<file path="src/rtl/mem_port_arbiter.sv">
// Shares one single-port synchronous RAM between the fetch port and the data port.
// Data has priority; a starvation counter forces a fetch grant after STARVE_MAX data wins.
module mem_port_arbiter #(
    parameter int ADDR_W     = 32,
    parameter int DATA_W     = 32,
    parameter int STARVE_MAX = 4
) (
    input  logic              clk,
    input  logic              rst_n,
    input  logic              if_req_valid,
    output logic              if_req_ready,
    input  logic [ADDR_W-1:0] if_req_addr,
    input  logic              if_flush,
    output logic              if_resp_valid,
    output logic [DATA_W-1:0] if_resp_data,
    input  logic              d_req_valid,
    output logic              d_req_ready,
    input  logic              d_req_we,
    input  logic [3:0]        d_req_sel,
    input  logic [ADDR_W-1:0] d_req_addr,
    input  logic [DATA_W-1:0] d_req_wdata,
    output logic              d_resp_valid,
    output logic [DATA_W-1:0] d_resp_data,
    output logic              mem_ce,
    output logic              mem_we,
    output logic [3:0]        mem_sel,
    output logic [ADDR_W-1:0] mem_addr,
    output logic [DATA_W-1:0] mem_wdata,
    input  logic [DATA_W-1:0] mem_rdata,
    output logic [1:0]        o_dbg_state,
    output logic [3:0]        o_dbg_starve_cnt
);

    // Handshake: a request transfers on a rising clk edge where valid and ready are both
    // high; the requester holds valid and payload stable until then.

    localparam logic [1:0] IDLE   = 2'd0;
    localparam logic [1:0] ACCESS = 2'd1;
    localparam logic [1:0] RESP   = 2'd2;

    localparam logic [1:0] OWN_NONE = 2'd0;
    localparam logic [1:0] OWN_IF   = 2'd1;
    localparam logic [1:0] OWN_D    = 2'd2;

    localparam logic [3:0] STARVE_LIM = 4'(STARVE_MAX);

    logic [1:0]        r_state;
    logic [1:0]        r_owner;
    logic [3:0]        r_starve_cnt;
    logic              r_drop;
    logic              r_we;
    logic [3:0]        r_sel;
    logic [ADDR_W-1:0] r_addr;
    logic [DATA_W-1:0] r_wdata;

    logic w_idle;
    logic w_if_want;
    logic w_grant_if;
    logic w_grant_d;
    logic w_resp;
    logic w_resp_if;
    logic w_resp_d;

    assign w_idle     = (r_state == IDLE);
    assign w_if_want  = if_req_valid & ~if_flush;
    // Readies are gated by rst_n so no handshake can be seen while reset is pending.
    assign w_grant_if = rst_n & w_idle & w_if_want &
                        (~d_req_valid | (r_starve_cnt == STARVE_LIM));
    assign w_grant_d  = rst_n & w_idle & d_req_valid & ~w_grant_if;

    always_ff @(posedge clk) begin
        if (!rst_n) begin
            r_state      <= IDLE;
            r_owner      <= OWN_NONE;
            r_starve_cnt <= 4'd0;
            r_drop       <= 1'b0;
            r_we         <= 1'b0;
            r_sel        <= 4'd0;
            r_addr       <= '0;
            r_wdata      <= '0;
        end else begin
            case (r_state)
                IDLE: begin
                    r_drop <= 1'b0;
                    if (w_grant_if) begin
                        r_state      <= ACCESS;
                        r_owner      <= OWN_IF;
                        r_we         <= 1'b0;
                        r_sel        <= 4'hF;
                        r_addr       <= if_req_addr;
                        r_wdata      <= '0;
                        r_starve_cnt <= 4'd0;
                    end else if (w_grant_d) begin
                        r_state <= ACCESS;
                        r_owner <= OWN_D;
                        r_we    <= d_req_we;
                        r_sel   <= d_req_sel;
                        r_addr  <= d_req_addr;
                        r_wdata <= d_req_wdata;
                        if (!w_if_want) begin
                            r_starve_cnt <= 4'd0;
                        end else if (r_starve_cnt >= STARVE_LIM) begin
                            r_starve_cnt <= STARVE_LIM;
                        end else begin
                            r_starve_cnt <= r_starve_cnt + 4'd1;
                        end
                    end
                end
                ACCESS: begin
                    r_state <= RESP;
                    if (if_flush && (r_owner == OWN_IF)) begin
                        r_drop <= 1'b1;
                    end
                end
                RESP: begin
                    r_state <= IDLE;
                    r_owner <= OWN_NONE;
                    r_drop  <= 1'b0;
                end
                default: begin
                    r_state <= IDLE;
                    r_owner <= OWN_NONE;
                end
            endcase
        end
    end

    assign if_req_ready = w_grant_if;
    assign d_req_ready  = w_grant_d;

    assign mem_ce    = (r_state == ACCESS);
    assign mem_we    = mem_ce & r_we;
    assign mem_sel   = r_sel;
    assign mem_addr  = r_addr;
    assign mem_wdata = r_wdata;

    // A flush arriving in the response cycle itself also hides the fetch response.
    assign w_resp        = (r_state == RESP);
    assign w_resp_if     = w_resp & (r_owner == OWN_IF);
    assign w_resp_d      = w_resp & (r_owner == OWN_D);
    assign if_resp_valid = w_resp_if & ~r_drop & ~if_flush;
    assign if_resp_data  = w_resp_if ? mem_rdata : '0;
    assign d_resp_valid  = w_resp_d;
    assign d_resp_data   = (w_resp_d & ~r_we) ? mem_rdata : '0;

    assign o_dbg_state      = r_state;
    assign o_dbg_starve_cnt = r_starve_cnt;

endmodule

</file>
<file path="config.mk">
export PLATFORM = sky130hd
export DESIGN_NAME = mem_port_arbiter
export DESIGN_NICKNAME = d
export VERILOG_FILES = /design/src/rtl/mem_port_arbiter.sv
export SDC_FILE = /design/constraint.sdc
export NUM_CORES = 1
export LEC_CHECK = 0
export CAP_MARGIN = 5
export CORE_AREA = 2 2 109 111
export CTS_BUF_LIST = sky130_fd_sc_hd__clkbuf_16
export CTS_CLUSTER_SIZE = 10
export DETAILED_ROUTE_END_ITERATION = 6
export DIE_AREA = 0 0 111 113
export PLACE_DENSITY_LB_ADDON = 0.2
export SLEW_MARGIN = 15
export SYNTH_ARGS = -nofsm -noshare
export SYNTH_HDL_FRONTEND = slang
export SYNTH_SLANG_ARGS = --single-unit
</file>
<file path="constraint.sdc">
create_clock -name clk -period 3 [get_ports clk]
set_input_delay 0.9 -clock clk [delete_from_list [all_inputs] [get_ports clk]]
set_output_delay 0.9 -clock clk [all_outputs]
set_load 0.03 [all_outputs]
</file>
# Word-level counts from Yosys, hierarchy flattened
# Index checks and enable logic that the tools add are counted.
# totals
reg_bits	78
latch_bits	0
ramBits	0
rom_bits	0
input_bits	138
output_inout_bits	144
elab_cells	66
mem_count	0
# classes
n_addsub	1
mul	0
n_div	0
order_cmp	1
eq_ne	7
shift	0
n_mux	22
bitwise	19
n_reduce_logical	8
# op_table
operator	count
$mux W32	6
$mux W4	6
$and A1 B1 Y1	12
$mux W2	4
$pmux W2 S2	2
$not A1 Y1	6
$reduce_and A2 Y1	3
$add A4 B1 Y4 const B	1
$eq A2 B1 Y1 const B	2
$eq A2 B2 Y1 const B	2
$eq A4 B3 Y1 const B	1
$ge A4 B3 Y1 const B	1
$reduce_bool A2 Y1	2
$mux W1	3
$ne A3 B2 Y1 const B	1
$logic_not A2 Y1	1
$ne A2 B1 Y1 const B	1
$pmux W1 S2	1
$reduce_or A2 Y1	1
$logic_and A1 B1 Y1	1
$or A1 B1 Y1	1

# Longest topological paths before layout
# Gate-level depths: netlist of run 1.
# logic_depth
word_depth	9
ltp_mapped	8
depth_no_buf	7

# Least setup slack after synthesis of run 1
# No wires, ideal clock.
# synth_path
kind	register to output
from	register r_state[1] (netlist: o_dbg_state[1])
to	output port d_resp_data[10]
arrival_ns	1.952
required_ns	2.100
slack_ns	0.148
path_stages_with_launch	6
n_path_buf	1
path_cell_list	dfxtp_1 -> nor2b_1 -> and3b_1 -> nor2b_1 -> clkbuf_1 -> and2_1
# synth_between
elab_chain_cells	4
# synth_rtl
item	line_no	rtl
start: declaration	47	logic [1:0] r_state;
start signal: assignment	73	r_state <= IDLE;
start signal: assignment	86	r_state <= ACCESS;
start signal: assignment	94	r_state <= ACCESS;
$eq A2 B2 Y1	138	assign w_resp = (r_state == RESP);
$and A1 B1 Y1	140	assign w_resp_d = w_resp & (r_owner == OWN_D);
via d_resp_valid	22	output logic d_resp_valid,
$and A1 B1 Y1	144	assign d_resp_data = (w_resp_d & ~r_we) ? mem_rdata : '0;
$mux W32	144	
end: declaration	23	output logic [DATA_W-1:0] d_resp_data,
# The timed path passes the listed nets, and every way through them passes these cells.

# Worst setup path in the final report of run 1
# layout_path
from	input port if_flush
to	output port if_req_ready
# layout_between
elab_chain_cells	4
# layout_rtl
item	line_no	rtl
start: declaration	13	input logic if_flush,
$not A1 Y1	65	assign w_if_want = if_req_valid & ~if_flush;
$and A1 B1 Y1	65	
$and A1 B1 Y1 (2 in a row)	67	assign w_grant_if = rst_n & w_idle & w_if_want &
end: declaration	11	output logic if_req_ready,
# Every way passes these cells.

==> results.toml, run 1 <==
[final_layout]
final_area_sq_mm = 0.00645
register_area_sq_mm = 0.00156
syn2layout_area_growth_pct = 94.0
nets = 791
fill_cells = 1025
finalNonFillerCells = 799
diodes = 0
final_util_pct = 57.3
drive_gt1_share_pct = 15.5
multi_input_area_sq_mm = 0.00161

[die]
start_util_pct = 29.5
die_h_microns = 113
core_sq_mm = 0.0113
die_w_microns = 111
die-area_sq_mm = 0.0125
io_pins = 282
num_rows = 39

[timing]
rsz0062_at_grt = "false"
fmax_ghz = 0.340
hold_viol_final = 0
fin_crit_ns = 2.94
period_share_pct = 98.0
tightest_slew_ns = 0.390
setup_viol = 0
setup_tns_ns = 0
slew_viol_final = 0
finalWorstSetupSlack_ns = 0.0609
skew_ns = 0.00649
relSlewSlack_pct = 74.0

[detailed_routing]
wl_met2_microns = 6180
drtIter0Drc = 156
met1Wirelength_microns = 4740
drtPass1Iterations = 4
vias = 3769
dr_wl_met3_microns = 1120
viasPerCell = 4.72
highest_layer = "met4"
drc = 0
antenna_left = 0
wl_per_cell_microns = 15.5
routed_wl_microns = 12400

[placement]
gp_congestion = 0.803
dp_slack_ns = -0.213
dpl.cell_count = 783
dpl-instance-area_sq_mm = 0.00613
dp_hpwl_microns = 9410
io_buffers = 281

[clock_tree]
clk_latency_ns = 0.33
cts_buffers = 9
cts_tree = "yes"
hold_buffers = 0
cts_buffer_depth = 2
cts_sinks = 78
htreeDepth = 3
post_cts_buffers = 0
cts.clk_slew.worst_paths_ns = 0.06
cts_root_buffer = "clkbuf_16"

[setup_path]
crit_path_start_kind = "input port"
path_cells = "clkdlybuf4s50_1 > nand2b_4 > a211o_1 > clkinv_4 > buf_6"
crit_required_ns = 2.10
cp_slowest_cell = "clkdlybuf4s50_1"
critPathCaptureType = "primary output"
worst_path_largest_cell_delay_ns = 0.44
crit_path_max_fanout = 3
arrival_ns = 2.04
critPathKind = "in -> out"

[global_route]
grt_pass1_vias = 3728
overflow = 0
grt_max_degree = 48
antenna_found_initial = 0
grt_pass1_wl_microns = 19500
grt_use_total_pct = 19.3

[synthesis]
synth_top_area_share_pct = 46.9
yosys.area.top_type = "dfxtp_1"
synth_area_leaders = "dfxtp_1 (47%), and2_1 (13%), a22o_1 (9.0%), nand2_1 (7.2%), a31oi_1 (6.0%)"
synth_area_sq_mm = 0.00333
synth.ff_latch_count = 78
ys_types = 33
synth_nets = 516
synthCells = 376
syn_area_per_cell_sq_um = 8.85
yosysSeqAreaShare_pct = 46.9
synth_warnings = 0

[run_status]
status = "completed"

[pwr]
ir_drop_uv = 271
p_leak_nw = 2.74
powerDensity_mw_per_mm2 = 464

[min_path]
hold_class = "reg -> reg"

[job]
max_cap_violations = 0
## flip-flops by register name, indices dropped and copies added, names as in the netlist
signal            flops
mem_addr             32
mem_wdata            32
r_owner               2
o_dbg_starve_cnt      4
o_dbg_state           2
r_we                  1
r_drop                1
mem_sel               4
## layer usage
layer	vias to the layer above	GRT usage, %
met5	-	0
li1	1862	-
met2	194	34.2
met1	1689	20.9
met3	24	6.86
met4	0	8.33
## cell usage in the layout (no fill, tap or decap), types with 2 or more instances in the layout
cell | Yosys | final
clkbuf_16 | 0 | 9
nor3b_1 | 3 | 3
and2_1 | 67 | 67
dfxtp_1 | 78 | 77
inv_1 | 3 | 5
a31oi_1 | 32 | 32
nor2b_1 | 4 | 4
bufinv_16 | 0 | 2
o21ai_0 | 32 | 32
and3b_1 | 2 | 2
o221a_1 | 4 | 4
ha_1 | 2 | 2
a22o_1 | 34 | 34
o21a_1 | 3 | 2
nand2_1 | 64 | 64
clkdlybuf4s50_1 | 0 | 212
buf_4 | 0 | 79
## layout make-up
class | instances | area share, %
inverter | 5 | 0.368
sequential | 78 | 24.2
multi-input combinational | 262 | 24.9
tap | 143 | 2.77
clock inverter | 7 | 1.38
clock buffer | 9 | 3.49
timing repair buffer | 295 | 42.9
## path summary, 6_finish.rpt
path                            slack [ns]  cells past startpoint                              from                         end
worst max-delay path                  0.06                      5                          if_flush                if_req_ready
worst min register to register        0.47                      1        mem_wdata[30]$_SDFFE_PN0P_  mem_wdata[30]$_SDFFE_PN0P_
worst min-delay path                  0.47                      1        mem_wdata[30]$_SDFFE_PN0P_  mem_wdata[30]$_SDFFE_PN0P_
worst max register to register        1.20                      8  o_dbg_starve_cnt[0]$_SDFFE_PN0P_   mem_addr[20]$_SDFFE_PN0P_
## where the power goes
| group | switching [mW] | internal [mW] |
|---|---|---|
| clock | 0.432 | 0.724 |
| combinational | 0.329 | 0.357 |
| sequential | 0.0415 | 1.11 |
| total | 0.802 | 2.19 |
## timing repair
item | CTS | global route
resized for setup | 2 | 3
endpoints found under the setup margin | 2 | 3
pin swaps | 2 | 1
## cell usage after synthesis
master	count
buf_2	4
nor3b_2	1
ha_1	2
buf_6	3
nand3b_1	1
nor3b_1	3
o311a_1	1
a31oi_1	32
inv_1	3
or3b_1	1
dfxtp_1	78
o211ai_1	1
a22o_1	34
nand2b_1	1
o21ai_1	1
o211a_1	1
o221a_1	4
a211o_1	1
and3b_1	2
o31a_1	1
nor4_1	1
clkbuf_1	24
nand4_1	1
inv_2	1
nor2_1	1
nor2b_1	4
o21ai_0	32
nand2_1	64
clkinv_4	1
mux2_2	1
nor4bb_1	1
o21a_1	3
and2_1	67
## critical path, delay by kind of cell
family                 cells  cell delay (ns)
AOI/OAI and AO/OA          1             0.33
and+or+nand+nor            1             0.17
buffers and inverters      3             0.63
## through the flow
step	hold WS, ns	total power, mW
global route	0.486	3.12
CTS	0.475	3.03
floorplan	0.457	1.47
global placement	0.456	1.85
detailed placement	0.458	1.86
finish	0.474	3.00
## kinds of logic (layout without fill, tap and decap cells)
family,Yosys count,count (layout),synth area share (%)
fa+ha+maj,2,2,0.752
buf+inv,36,316,5.04
compound gates,111,111,23.3
simple gates,148,148,23.6
flops,78,78,46.9
mux,1,1,0.338
Note: power is estimated with default switching activity, not from simulation.
==> inputs of run 2 (changes only) <==
- SLEW_MARGIN: 15 -> 20
==> results of run 2 <==
No change in the layout: final DEF, timing and power equal those of run 1.
==> inputs of run 3 (changes only) <==
- CAP_MARGIN: 5 -> 20
- CTS_CLUSTER_DIAMETER: default -> 40
==> results of run 3 <==
No change in the layout: final DEF, timing and power equal those of run 1.
